### src/rtl/regfile_bist_if.sv
// Register-file bus between the BIST sequencer (master) and the register file (slave).
interface regfile_bist_if;
  logic [31:0] write_data;
  logic [4:0]  write_register;
  logic        reg_write;
  logic [4:0]  read_register1;
  logic [4:0]  read_register2;
  logic [31:0] read_data1;
  logic [31:0] read_data2;

  modport master (
    output write_data,
    output write_register,
    output reg_write,
    output read_register1,
    output read_register2,
    input  read_data1,
    input  read_data2
  );

  modport slave (
    input  write_data,
    input  write_register,
    input  reg_write,
    input  read_register1,
    input  read_register2,
    output read_data1,
    output read_data2
  );
endinterface

### src/rtl/regfile_bist.sv
// Built-in self-test sequencer for a 32x32 register file. Runs three write/read-back
// phases (pattern, inverted pattern, suppressed write) and latches the first mismatch.
module regfile_bist #(
  parameter logic [31:0] Seed       = 32'hA5C3_0F1E,
  parameter bit          ZeroReg    = 1'b1,
  parameter bit          StopOnFail = 1'b1
) (
  input  logic                  clk,
  input  logic                  rst,
  input  logic                  start_i,
  output logic                  done_o,
  output logic                  pass_o,
  output logic [4:0]            fail_addr_o,
  output logic [1:0]            fail_port_o,
  output logic [1:0]            fail_phase_o,
  regfile_bist_if.master        rf
);

  typedef enum logic [1:0] {StIdle, StWrite, StRead, StDone} state_e;

  state_e      state_q, state_d;
  logic [4:0]  r_q, r_d;
  logic [1:0]  phase_q, phase_d;
  logic        pass_q, pass_d;
  logic [4:0]  fail_addr_q, fail_addr_d;
  logic [1:0]  fail_port_q, fail_port_d;
  logic [1:0]  fail_phase_q, fail_phase_d;

  logic [31:0] pat;
  logic [31:0] exp1, exp2;
  logic [1:0]  mis;

  // Value a healthy register file must hold at addr during the given phase.
  function automatic logic [31:0] exp_of(logic [4:0] addr, logic [1:0] phase);
    logic [31:0] p;
    p = Seed + {27'b0, addr};
    if (ZeroReg && addr == 5'd0) return 32'd0;
    return (phase == 2'd0) ? p : ~p;
  endfunction

  assign pat  = Seed + {27'b0, r_q};
  assign exp1 = exp_of(r_q, phase_q);
  assign exp2 = exp_of(~r_q, phase_q);  // ~r == 31 - r for a 5-bit index
  assign mis  = {rf.read_data2 != exp2, rf.read_data1 != exp1};

  // State, index, phase and first-failure registers.
  always_ff @(posedge clk or posedge rst) begin
    if (rst) begin
      state_q      <= StIdle;
      r_q          <= 5'd0;
      phase_q      <= 2'd0;
      pass_q       <= 1'b1;
      fail_addr_q  <= 5'd0;
      fail_port_q  <= 2'd0;
      fail_phase_q <= 2'd0;
    end else begin
      state_q      <= state_d;
      r_q          <= r_d;
      phase_q      <= phase_d;
      pass_q       <= pass_d;
      fail_addr_q  <= fail_addr_d;
      fail_port_q  <= fail_port_d;
      fail_phase_q <= fail_phase_d;
    end
  end

  // Next-state: sequencing through phases and first-mismatch capture.
  always_comb begin
    state_d      = state_q;
    r_d          = r_q;
    phase_d      = phase_q;
    pass_d       = pass_q;
    fail_addr_d  = fail_addr_q;
    fail_port_d  = fail_port_q;
    fail_phase_d = fail_phase_q;
    unique case (state_q)
      StIdle, StDone: begin
        if (start_i) begin
          state_d      = StWrite;
          r_d          = 5'd0;
          phase_d      = 2'd0;
          pass_d       = 1'b1;
          fail_addr_d  = 5'd0;
          fail_port_d  = 2'd0;
          fail_phase_d = 2'd0;
        end
      end
      StWrite: begin
        r_d = r_q + 5'd1;
        if (r_q == 5'd31) state_d = StRead;
      end
      StRead: begin
        r_d = r_q + 5'd1;
        if (mis != 2'b00 && pass_q) begin
          pass_d       = 1'b0;
          fail_addr_d  = r_q;
          fail_port_d  = mis;
          fail_phase_d = phase_q;
        end
        if (mis != 2'b00 && StopOnFail) begin
          state_d = StDone;
        end else if (r_q == 5'd31) begin
          if (phase_q == 2'd2) begin
            state_d = StDone;
          end else begin
            state_d = StWrite;
            phase_d = phase_q + 2'd1;
          end
        end
      end
      default: state_d = StIdle;
    endcase
  end

  // Bus drive decoded from registered state only; reset forces IDLE, so reg_write drops at once.
  always_comb begin
    rf.write_data     = 32'd0;
    rf.write_register = 5'd0;
    rf.reg_write      = 1'b0;
    rf.read_register1 = 5'd0;
    rf.read_register2 = 5'd0;
    if (state_q == StWrite) begin
      rf.write_register = r_q;
      rf.reg_write      = (phase_q != 2'd2);
      // Phase 2 drives a junk value that must not land.
      rf.write_data     = (phase_q == 2'd1) ? ~pat : pat;
    end else if (state_q == StRead) begin
      rf.read_register1 = r_q;
      rf.read_register2 = ~r_q;
    end
  end

  assign done_o       = (state_q == StDone);
  assign pass_o       = pass_q;
  assign fail_addr_o  = fail_addr_q;
  assign fail_port_o  = fail_port_q;
  assign fail_phase_o = fail_phase_q;

endmodule

### src/flat_wrapper.sv
// flat-port wrapper written by rule: the top's interface ports become plain ports
module regfile_bist_flat 
#(
  parameter logic [31:0] Seed       = 32'hA5C3_0F1E,
  parameter bit          ZeroReg    = 1'b1,
  parameter bit          StopOnFail = 1'b1
)
  (clk, rst, start_i, done_o, pass_o, fail_addr_o, fail_port_o, fail_phase_o, rf_write_data, rf_write_register, rf_reg_write, rf_read_register1, rf_read_register2, rf_read_data1, rf_read_data2);
  regfile_bist_if rf_i ();
  input  logic clk;
  input  logic rst;
  input  logic start_i;
  output logic done_o;
  output logic pass_o;
  output logic [4:0] fail_addr_o;
  output logic [1:0] fail_port_o;
  output logic [1:0] fail_phase_o;
  output wire logic [$bits(rf_i.write_data)-1:0] rf_write_data;
  output wire logic [$bits(rf_i.write_register)-1:0] rf_write_register;
  output wire logic [$bits(rf_i.reg_write)-1:0] rf_reg_write;
  output wire logic [$bits(rf_i.read_register1)-1:0] rf_read_register1;
  output wire logic [$bits(rf_i.read_register2)-1:0] rf_read_register2;
  input wire logic [$bits(rf_i.read_data1)-1:0] rf_read_data1;
  input wire logic [$bits(rf_i.read_data2)-1:0] rf_read_data2;
  assign rf_write_data = rf_i.write_data;
  assign rf_write_register = rf_i.write_register;
  assign rf_reg_write = rf_i.reg_write;
  assign rf_read_register1 = rf_i.read_register1;
  assign rf_read_register2 = rf_i.read_register2;
  assign rf_i.read_data1 = rf_read_data1;
  assign rf_i.read_data2 = rf_read_data2;
  regfile_bist #(.Seed(Seed), .ZeroReg(ZeroReg), .StopOnFail(StopOnFail)) u_core (.clk(clk), .rst(rst), .start_i(start_i), .done_o(done_o), .pass_o(pass_o), .fail_addr_o(fail_addr_o), .fail_port_o(fail_port_o), .fail_phase_o(fail_phase_o), .rf(rf_i));
endmodule
### config.mk
export PLATFORM = sky130hd
export DESIGN_NAME = regfile_bist_flat
export DESIGN_NICKNAME = d
export VERILOG_FILES = /design/src/rtl/regfile_bist_if.sv /design/src/rtl/regfile_bist.sv /design/src/flat_wrapper.sv
export SDC_FILE = /design/constraint.sdc
export NUM_CORES = 1
export LEC_CHECK = 0
export ABC_AREA = 1
export CAP_MARGIN = 20
export CORE_MARGIN = 5
export CORE_UTILIZATION = 40
export CTS_BUF_LIST = sky130_fd_sc_hd__clkbuf_4
export CTS_CLUSTER_DIAMETER = 100
export DETAILED_ROUTE_END_ITERATION = 12
export GPL_TIMING_DRIVEN = 0
export PLACE_DENSITY = 0.85
export SYNTH_ARGS = -nofsm -noshare
export SYNTH_HDL_FRONTEND = slang
export SYNTH_SLANG_ARGS = --single-unit
### constraint.sdc
create_clock -name clk -period 3.2 [get_ports clk]
set_clock_uncertainty 0.15 [all_clocks]
set_input_delay 0.48 -clock clk [delete_from_list [all_inputs] [get_ports clk]]
set_output_delay 0.48 -clock clk [all_outputs]
set_load 0.02 [all_outputs]
==> impl_results.md <==
* Status: finished clean
* Pre-CTS setup slack at -0.246 ns
* Required time of the worst setup path at 2.57 ns
* Tot GR Track Use at roughly 18%
* Worst-path clk slew at 0.11 ns
* Yosys cell types at 34
* Async SR Flop Fraction at 100%
* Die width at ~90 µm
* Initial antenna violation count at 0
* TritonCTS clock tree: built
* Setup_tns at 0 ns
* Layout cells sized above 1 at 14.3%
* H-tree Lvls at 1
* Unrepaired setup endpoints after global routing: no
* Worst Max-Slew Pin Slew at 0.742 ns
* Pwr Total at around 2900 µW
* Final WL at between 7000 and 8000 µm
* Min Tclk post-route at 2.98 ns
* Synth top cells by count: 151 x nand2_1, 58 x nor2_1, 53 x inv_1
* Die ar. at approximately 8000 µm²
* IO Pins at ~130
* Max Buffers Root-to-Sink at 2
* HP Class: register to register
* Biggest area consumer among synthesized cells: nand2_1
* Final Net Count at roughly 630
* Main area contributors after synthesis: nand2_1 22%, dfrtp_1 18%, nor2_1 8.6%
* 1st-iter DRT viols at 136
* Vias per cell at about 4.7
* Met2 wire length at 3550 µm
* Setup Crit Path Kind: register to primary output
* Core Region at 6240 µm²
* M1 wire length at ~2900 µm
* Power per cell area at 735 nW/µm²
* Final period utilization at 93.2%
* Clock root cell: clkbuf_4
* Post-synth EDFFs at 0
* ANT cells at 0
* PnR worst setup slack at 0.217 ns
* Detailed Place HPWL at 6240 µm
* CTS buffer count at 3
* IO buf count at approximately 130
* Worst skew pair latency at 0.31 ns
* Synth Register Bits at 19
* Top Layer Used: met4
* Warnings, synthesis at 0
* Via count at 2936
* RePlAce Congestion at ~0.86
* Top FF cell, synth: dfrtp_1
* First-pass GRT wire length at between 10000 and 15000 µm
* Chip height at a little under 90 µm
* CP startpoint kind: register
* Avg WL per Cell at approximately 12 µm
* Static leakage at between 0.0015 and 0.002 µW
* Cells after Synth at approximately 420
* Syn_nets at about 500
* Count leader, synth: nand2_1
* Max Freq at roughly 340 MHz
* Yosys top cell area share at between 20% and 30%
* Largest net degree at the start of global routing at 20
* Worst EP arrival at 2.35 ns
* Sequential share of the synthesized area at 18.8%
* GRT overflow at 0
* Max Transition Viols Final at 0
* Mapped Avg Cell Area at roughly 6 µm²
* CTS sink count at 19
* Mapped Area at between 2000 and 3000 µm²
* Final ANT Viol Nets at 0
* Area grow syn2layout at 56.1%
* Vias in the first global route at between 2000 and 3000
* Final Core Density at a little over three fifths
* CP Max Fanout at 14
* Slew margin rel. at around 50%
* Final setup viols at 0
* CP endpoint kind: primary output
* Initial core utilization at around two fifths
* Detailed Routing Iterations Pass 1 at 4
* Num rows at 29
* Fin. Hold Viols at 0
* DRC at 0
* Met3 wirelength from detailed routing at 689 µm
* Maximum VDD drop at 582 µV
* Max-cap violation count at 0
-- critical path: stages (launching register included) --
cell and delay (ns):
dfrtp_1 0.43, inv_1 0.09, ha_2 0.29, inv_1 0.17, nor2_4 0.17, buf_12 0.14
nand2_1 0.05, o21ai_0 0.07, clkdlybuf4s50_1 0.63
-- routing by layer --
metal | vias up | global-route usage, %
li1 | 1535 | -
met1 | 1278 | 21.7
met2 | 105 | 33.0
met3 | 18 | 3.87
met4 | 0 | 5.68
met5 | - | 0
-- layout make-up --
| type | instances | area, µm² |
|---|---|---|
| fill | 578 | 2290 |
| multi-input combinational | 316 | 1590 |
| timing repair buffer | 127 | 1280 |
| sequential | 19 | 480 |
| buffer | 31 | 262 |
| inverter | 56 | 216 |
| tap | 77 | 96.3 |
| clock buffer | 4 | 30.0 |
-- sequential cells by signal, indices dropped and copies added (netlist names) --
register / count
u_core.fail_phase_o: 2
u_core.fail_port_o: 2
u_core.state_q: 2
u_core.pass_o: 1
u_core.fail_addr_o: 5
u_core.phase_q: 2
u_core.r_q: 5
-- logic make-up after synthesis --
group                    after synthesis  share of synthesized area [%]
AO/OA/AOI/OAI                         27                           6.23
XOR/XNOR                               6                           2.08
adder cells (fa/ha/maj)               12                           5.93
buffers and inverters                 88                           18.9
flip-flops                            19                           18.8
AND/OR/NAND/NOR                      271                           48.0
-- final timing paths --
check | from | end | slack, ns | cells after the start
worst max-delay path | u_core.state_q[1] | rf_write_data[0] | 0.22 | 8
worst min-delay path | u_core.fail_addr_o[0] | u_core.fail_addr_o[0] | 0.35 | 2
worst max register to register | u_core.r_q[0] | u_core.fail_addr_o[4] | 0.33 | 17
worst min register to register | u_core.fail_addr_o[0] | u_core.fail_addr_o[0] | 0.35 | 2
max in group asynchronous | rst | u_core.r_q[1] | 1.96 | 2
min in group asynchronous | rst | u_core.state_q[0] | 0.43 | 2
-- stage by stage --
step / instances / instance area [µm²] / hold slack (ns)
2_1_floorplan: 423 / 2530 / 0.280
3_3_place_gp: 625 / 3880 / 0.314
3_5_place_dp: 625 / 3880 / 0.323
4_1_cts: 630 / 3940 / 0.351
5_1_grt: 630 / 3950 / 0.374
6_report: 630 / 3950 / 0.347
-- cells in the final DEF (no fill, tap or decap), drive strengths merged --
master | synthesis | routed
nor2 | 63 | 63
o21a | 1 | 1
inv | 56 | 55
dfstp | 1 | 1
and3 | 1 | 1
nand4 | 7 | 7
dfrtp | 18 | 18
nand2 | 168 | 168
clkinvlp | 0 | 1
ha | 12 | 12
xnor2 | 2 | 2
nand3 | 29 | 29
nor3 | 1 | 1
o32ai | 1 | 1
clkdlybuf4s50 | 0 | 125
or2 | 1 | 1
nand3b | 1 | 1
o21ai | 15 | 15
a21oi | 9 | 9
xor2 | 4 | 4
o211ai | 1 | 1
buf | 31 | 33
clkbuf | 1 | 4
-- what timing repair did --
| action | in CTS | in global routing |
|---|---|---|
| buffers inserted | 2 | 0 |
| hold buffers | 0 | 0 |
| pin swaps | 1 | 0 |
| gates resized for setup | 2 | 5 |
| endpoints found under the setup margin | 28 | 46 |
| cloned | 0 | 0 |
-- power by group --
part / switching [µW] / internal [µW] / leakage, µW
Clock: 78.0 / 57.2 / 0.0000184
Sequential: 89.9 / 316 / 0.000250
Combinational: 1300 / 1060 / 0.00171
(Power assumes the default switching activity.)
